$ cat src/rtl/wb_dest_tracker.sv
// Destination-register decode, issue-to-writeback delay line and per-register
// pending-write scoreboard with RAW hazard detection on source operands.
module wb_dest_tracker #(
    parameter int REG_ADDR_W = 5,
    parameter int STAGES     = 3,
    parameter int LINK_REG   = 31
) (
    input  logic                     clk,
    input  logic                     rst,
    input  logic                     issue_valid,
    input  logic                     reg_write,
    input  logic [1:0]               reg_dst,
    input  logic [REG_ADDR_W-1:0]    rt,
    input  logic [REG_ADDR_W-1:0]    rd,
    input  logic [REG_ADDR_W-1:0]    src_a,
    input  logic [REG_ADDR_W-1:0]    src_b,
    input  logic                     stall,
    input  logic                     flush,
    output logic                     hazard,
    output logic                     wb_valid,
    output logic                     wb_en,
    output logic [REG_ADDR_W-1:0]    wb_reg,
    output logic [2**REG_ADDR_W-1:0] busy_mask
);

    localparam int NREGS = 2**REG_ADDR_W;
    localparam int CW    = $clog2(STAGES + 1);

    typedef struct packed {
        logic                  vld;
        logic                  en;
        logic [REG_ADDR_W-1:0] addr;
    } slot_t;

    slot_t           stage_q [STAGES];
    slot_t           stage_d [STAGES];
    logic [CW-1:0]   cnt_q   [NREGS];
    logic [CW-1:0]   cnt_d   [NREGS];
    logic [NREGS-1:0] inc_v;
    logic [NREGS-1:0] dec_v;

    logic [REG_ADDR_W-1:0] dest;
    logic                  dest_en;
    logic                  accept;

    always_comb begin
        dest = '0;
        case (reg_dst)
            2'b00:   dest = rt;
            2'b01:   dest = rd;
            2'b10:   dest = REG_ADDR_W'(LINK_REG);
            default: dest = '0;
        endcase
    end

    assign dest_en = reg_write && (reg_dst != 2'b11) && (dest != '0);

    // Registered counts only: a write retiring this cycle still blocks the reader.
    assign hazard = issue_valid &&
                    (((src_a != '0) && busy_mask[src_a]) ||
                     ((src_b != '0) && busy_mask[src_b]));

    assign accept   = issue_valid && !hazard && !stall && !flush;
    assign wb_valid = stage_q[STAGES-1].vld && !stall;
    assign wb_en    = wb_valid && stage_q[STAGES-1].en;
    assign wb_reg   = stage_q[STAGES-1].addr;

    always_comb begin
        for (int unsigned i = 0; i < STAGES; i++) begin
            stage_d[i] = stage_q[i];
        end
        if (flush) begin
            for (int unsigned i = 0; i < STAGES; i++) begin
                stage_d[i].vld = 1'b0;
                stage_d[i].en  = 1'b0;
            end
        end else if (!stall) begin
            stage_d[0] = accept ? '{vld: 1'b1, en: dest_en, addr: dest} : '0;
            for (int unsigned i = 1; i < STAGES; i++) begin
                stage_d[i] = stage_q[i-1];
            end
        end
    end

    // Stall needs no explicit hold here: accept and wb_en are both low while stalled.
    always_comb begin
        for (int unsigned i = 0; i < NREGS; i++) begin
            inc_v[i] = accept && dest_en && (dest == REG_ADDR_W'(i));
            dec_v[i] = wb_en && (wb_reg == REG_ADDR_W'(i));
            cnt_d[i] = flush ? '0 : cnt_q[i] + CW'(inc_v[i]) - CW'(dec_v[i]);
        end
    end

    always_comb begin
        busy_mask = '0;
        for (int unsigned i = 1; i < NREGS; i++) begin
            busy_mask[i] = (cnt_q[i] != '0);
        end
    end

    always_ff @(posedge clk or posedge rst) begin
        if (rst) begin
            for (int unsigned i = 0; i < STAGES; i++) begin
                stage_q[i] <= '0;
            end
            for (int unsigned i = 0; i < NREGS; i++) begin
                cnt_q[i] <= '0;
            end
        end else begin
            for (int unsigned i = 0; i < STAGES; i++) begin
                stage_q[i] <= stage_d[i];
            end
            for (int unsigned i = 0; i < NREGS; i++) begin
                cnt_q[i] <= cnt_d[i];
                assert (flush || !(inc_v[i] && !dec_v[i] && (cnt_q[i] == '1)));
                assert (flush || !(dec_v[i] && !inc_v[i] && (cnt_q[i] == '0)));
            end
        end
    end

endmodule

$ cat config.mk
export PLATFORM = sky130hd
export DESIGN_NAME = wb_dest_tracker
export DESIGN_NICKNAME = d
export VERILOG_FILES = /design/src/rtl/wb_dest_tracker.sv
export SDC_FILE = /design/constraint.sdc
export NUM_CORES = 1
export LEC_CHECK = 0
export CAP_MARGIN = 30
export CORE_UTILIZATION = 60
export DETAILED_ROUTE_END_ITERATION = 7
export GPL_TIMING_DRIVEN = 0
export PLACE_DENSITY = 0.85
export SLEW_MARGIN = 10
export SYNTH_ARGS = -nofsm -noshare
export SYNTH_HDL_FRONTEND = slang
export SYNTH_SLANG_ARGS = --single-unit
$ cat constraint.sdc
create_clock -name clk -period 4.8 [get_ports clk]
set_input_delay 0.48 -clock clk [delete_from_list [all_inputs] [get_ports clk]]
set_output_delay 0.48 -clock clk [all_outputs]
set_load 0.02 [all_outputs]
# == Word-level counts from Yosys, hierarchy flattened ==
# Index checks and enable logic that the tools add are counted.
# totals
ff_bits,83
elab_cells,326
# op_classes
add_sub_neg,62
n_lt_le_gt_ge,2
eq_ne,66
n_mux,41
n_bitwise,2
reduce_logical,113
# op_table
operator,count
equality test 5 bit (second input constant),32
equality test 5 x 4 -> 1 bit (second input constant),16
logical AND 1 bit,73
2-to-1 mux 2 bit,34
adder 2 x 1 -> 2 bit,31
nonzero test 2 bit,31
subtractor 2 x 1 -> 2 bit,31
equality test 5 x 3 -> 1 bit (second input constant),8
2-to-1 mux 21 bit,1
equality test 5 x 2 -> 1 bit (second input constant),4
case mux 5 bit (3 select lines),1
nonzero test 5 bit,3
less-than comparator 5 x 6 -> 1 bit (second input constant),2
binary-select mux 1 bit (select 5 bit),2
equality test 5 x 1 -> 1 bit (second input constant),2
2-to-1 mux 7 bit,1
zero test 1 bit,3
equality test 2 x 1 -> 1 bit (second input constant),1
equality test 2 bit (second input constant),1
zero test 2 bit,1
2-to-1 mux 1 bit,2
inequality test 2 x 1 -> 1 bit (second input constant),1
inequality test 2 bit (second input constant),1
inverter 1 bit,2
other kinds (2),2

# == Depth between registers and ports, before layout ==
# logic_depth
depth_word,15
depth_mapped,16
mapped_depth_nobuf,12

# == Worst setup path after synthesis ==
# OpenSTA, ideal clock, no wires.
# synth_path
path_type,input -> register
start,input port src_b[3]
end,register cnt_q[29] (netlist bit)
setup_time_ns,0.132
t_arrival_ns,2.946
path_slack_ns,1.723
cell_stages,15
n_path_buf,3
cell_sequence,buf_4 inv_1 mux4_2 o22ai_1 a21oi_1 nor4_4 buf_6 buf_6 nand3_1 ha_1 inv_1 ha_1 xor2_1 xnor2_1 nor2_1
# synth_rtl
item,line,source
"start, declared",16,"input logic [REG_ADDR_W-1:0] src_b,"
"end signal, assigned by index",114,cnt_q[i] <= cnt_d[i];
"end, declared",37,logic [CW-1:0] cnt_q [NREGS];

# == Worst setup path in the final report ==
# layout_path
start,input port src_b[1]
end,output port hazard
# layout_via
elab_chain_cells,5
elab_cells_between_ends,6
classes_between,2 x mux; 4 x reduce/logical
# layout_lines
item,line,source
binary-select mux 1 bit (select 5 bit),61,((src_b != '0) && busy_mask[src_b]));
2-to-1 mux 1 bit (not written as such),61,
logical AND 1 bit *,61,
logical OR 1 bit *,60,(((src_a != '0) && busy_mask[src_a]) ||
logical AND 1 bit *,59,assign hazard = issue_valid &&
"end, declared",19,"output logic hazard,"
# Mark *: on every way between the ends. The rest lies on a longest branch, timed or not. The select of a mux whose other input is x is not followed.

==> results summary <==
Across all layers, the routed design uses 5,033 vias. The slew at the pin closest to its max-slew limit came out at 0.772 ns. The number of gates resized after CTS was 0.

The die extent in x is 99.7 um. The number of buffers added by the clock tree synthesis step is 9. The hold buffer count at cts came out at 0. The non-filler instance count after layout is 847. The effective utilization at floorplan came out at 62.0%. The final wirelength is 15.2 mm. The count of routing violations after the opening detailed-route iteration came out at 398. After detailed routing, the number of remaining DRC violations is 0. The flip-flop count of the largest register after layout came out at 62. In this run the static leakage power is 3.64 nW. The register clock-pin slew on the reported worst setup and hold paths is 0.09 ns. The detailed-placement wirelength estimate is 11.4 mm.

The worst path arrival time came out at 3.28 ns. Setup repair after global routing left no endpoint under its margin. The clock period minus worst slack is 3.76 ns.

TritonCTS built the clock tree. The fraction of synthesis flops using an asynchronous set or reset pin came out at 100%. The max-capacitance violation count came out at 0. The detailed-routing iteration count for the pre-antenna-repair pass came out at 6. Timing would allow up to 0.266 GHz. The number of enable-type register cells in the synthesized netlist came out at 0. The post-layout instance area is 0.00673 sq mm. The hold violation total from the final report was 0. The worst setup path is launched from an input pin.

The number of nets in the synthesized netlist is 730. The proportion of netlist area held by the largest area contributor came out at 36.2%. The worst pin sits at a relative slew slack of 48.5%. The global-route usage over all layers is 32.0%. The worst setup path is captured at a primary output. The count of input and output buffers is 61. The number of global-route vias before repair came to 4,964. The number of clock sinks seen by CTS came out at 83.

The antenna violation net count after detailed routing is 0. In this run the worst setup path begins at src_b[1]. The cell type with the largest total area after synthesis is sky130_fd_sc_hd__dfrtp_1. The part of the Yosys area used for sequential elements came out at 36.2%. The number of antenna violations at the first check in global routing came out at 0. The final core area utilization came out at 72.9%.

The repair_antennas step left the layout with diodes totalling 0. The register bit total from synthesis is 83. The most used flip-flop cell after synthesis is sky130_fd_sc_hd__dfrtp_1. The average cell area after synthesis came out at 8.95 sq um.

The proportion of layout cells with a drive suffix above 1 is 7.94%. The full die area came out at 0.00995 sq mm. In this run the critical register-to-register path is launched from cnt_q[7]. Yosys attributes the largest share of cell area to sky130_fd_sc_hd__dfrtp_1, sky130_fd_sc_hd__ha_1, sky130_fd_sc_hd__nor2_1. The sum of negative setup slack came out at 0 ns. The final setup violation count is 0. Clock latency on the worst-skew pair, taken at its later pin, is 0.35 ns.

The startpoint identified for the worst hold timing path is stage_q[11]. The weighted congestion at the end of routability-driven global placement came out at 1.02. The detail-routed via count per cell came out at 5.94.

From synthesis to final layout, the design area changed by 17.5%. The critical path is of the input pin to primary output type. The number of levels in the clock H-tree is 3. The post-CTS setup-driven buffer insertion count came out at 0. The boundary pin count came out at 68. By instance count, the leading cell after synthesis is sky130_fd_sc_hd__nor2_1. Ranked by instance count, the synthesized netlist is headed by sky130_fd_sc_hd__nor2_1, sky130_fd_sc_hd__dfrtp_1, sky130_fd_sc_hd__ha_1.

The final global-route overflow total came out at 0. The number of instances in the synthesized netlist is 640. The mapped netlist covers 0.00573 sq mm. The maximum vdd ir drop came out at 169 uV. After detailed routing, the average wire length per cell comes to 18.0 um. The root buffer cell chosen for the clock tree is sky130_fd_sc_hd__clkbuf_8. The deepest clock path buffer count is 2.

The number of distinct library cells after synthesis came out at 53. The final number of max-transition violations is 0. The number of warnings reported in the yosys synthesis log came out at 0.

After floorplanning, the core was divided into 35 placement rows. The path class of the tightest hold or removal check is flip-flop to flip-flop. The power per standard cell area came out at 221 mW/mm^2.

The pin count of the biggest net entering global routing is 52. The core region is 0.00924 sq mm. In this run the worst path has a maximum fanout of 10. The flow ran to the end, and the final reports show no timing, DRC or antenna violations.

The number of placed instances, taps included, is 831. The number of nets in the layout came out at 803. The worst path uses 78.3% of the clock period.

The data required time of the worst path came out at 4.32 ns. The floorplan step set the die height to 99.7 um. The total cell area at the placement stage is 0.00653 sq mm. The largest clock skew in the final design is 0.0113 ns.

The first global-routing pass estimated 24.3 mm of wire.
==> logic make-up after synthesis <==
kind of cell | after synthesis | synth area share [%]
AO/OA/AOI/OAI | 52 | 6.79
XOR/XNOR | 62 | 9.48
adder cells (fa/ha/maj) | 62 | 13.5
other | 1 | 0.0654
buffers and inverters | 80 | 6.14
multiplexers | 10 | 2.42
AND/OR/NAND/NOR | 290 | 25.3
flip-flops | 83 | 36.2
==> per-stage QoR <==
| stage | setup slack, ns | total power [mW] | hold slack [ns] |
|---|---|---|---|
| floorplan | 1.72 | 0.881 | 0.439 |
| global placement | 0.925 | 0.964 | 0.446 |
| detailed placement | 0.910 | 0.974 | 0.460 |
| CTS | 1.12 | 1.49 | 0.475 |
| global route | 0.957 | 1.54 | 0.514 |
| finish | 1.04 | 1.49 | 0.472 |
==> path summary, 6_finish.rpt <==
path / end / slack, ns / depth (start not counted)
max: hazard / 1.04 / 9
min: wb_reg[4] / 0.47 / 2
max reg2reg: cnt_q[39] / 1.37 / 14
min reg2reg: wb_reg[4] / 0.47 / 2
max in group asynchronous: cnt_q[26] / 3.70 / 3
min in group asynchronous: cnt_q[60] / 0.48 / 2
==> where the power goes <==
| group | switching, mW | leakage (nW) | internal, mW | total, mW |
|---|---|---|---|---|
| sequential | 0.0152 | 1.15 | 0.713 | 0.729 |
| combinational | 0.148 | 2.38 | 0.0892 | 0.237 |
| clock | 0.267 | 0.106 | 0.255 | 0.522 |
==> routing by layer <==
layer  vias to the layer above  share of wire (%)  wire length (um)  global-route usage, %
li1                       2276                  -                 -                      -
met1                      2410                 41              6280                   41.1
met2                       280                 47              7170                   52.3
met3                        67                7.8              1180                   6.32
met4                         0                4.1               622                   14.5
met5                         -                  0                 0                      0
==> worst max-delay path, stage by stage <==
cell	delay [ns]
sky130_fd_sc_hd__clkdlybuf4s50_1	0.53
sky130_fd_sc_hd__clkbuf_1	0.44
sky130_fd_sc_hd__mux4_2	0.38
sky130_fd_sc_hd__o22ai_1	0.14
sky130_fd_sc_hd__a21oi_1	0.13
sky130_fd_sc_hd__nor4_4	0.38
sky130_fd_sc_hd__buf_6	0.21
sky130_fd_sc_hd__nor2b_1	0.06
sky130_fd_sc_hd__clkdlybuf4s50_1	0.53
==> cells in the final DEF, fill, tap and decap left out, types with 7 or more instances in the layout <==
cell and count:
sky130_fd_sc_hd__nor2_1 92, sky130_fd_sc_hd__dfrtp_1 83, sky130_fd_sc_hd__ha_1 62, sky130_fd_sc_hd__clkdlybuf4s50_1 61, sky130_fd_sc_hd__nand2_1 46, sky130_fd_sc_hd__nor2b_1 43, sky130_fd_sc_hd__inv_1 42, sky130_fd_sc_hd__nand3_1 35
sky130_fd_sc_hd__xor2_1 31, sky130_fd_sc_hd__xnor2_1 31, sky130_fd_sc_hd__nor3_1 18, sky130_fd_sc_hd__or2_2 16, sky130_fd_sc_hd__clkbuf_1 15, sky130_fd_sc_hd__clkbuf_8 10, sky130_fd_sc_hd__or2_1 9, sky130_fd_sc_hd__a21oi_1 9
sky130_fd_sc_hd__nor3b_1 9, sky130_fd_sc_hd__buf_2 8, sky130_fd_sc_hd__buf_4 7
==> area by class of cell <==
type                       instances  area, sq um
inverter                          43          164
fill                             671         2510
sequential                        83         2080
tap                              129          161
clock buffer                      10          138
timing repair buffer              62          638
buffer                            37          190
clock inverter                     6         62.6
multi-input combinational        477         3300
No activity file was read; power rests on OpenSTA's default activity.
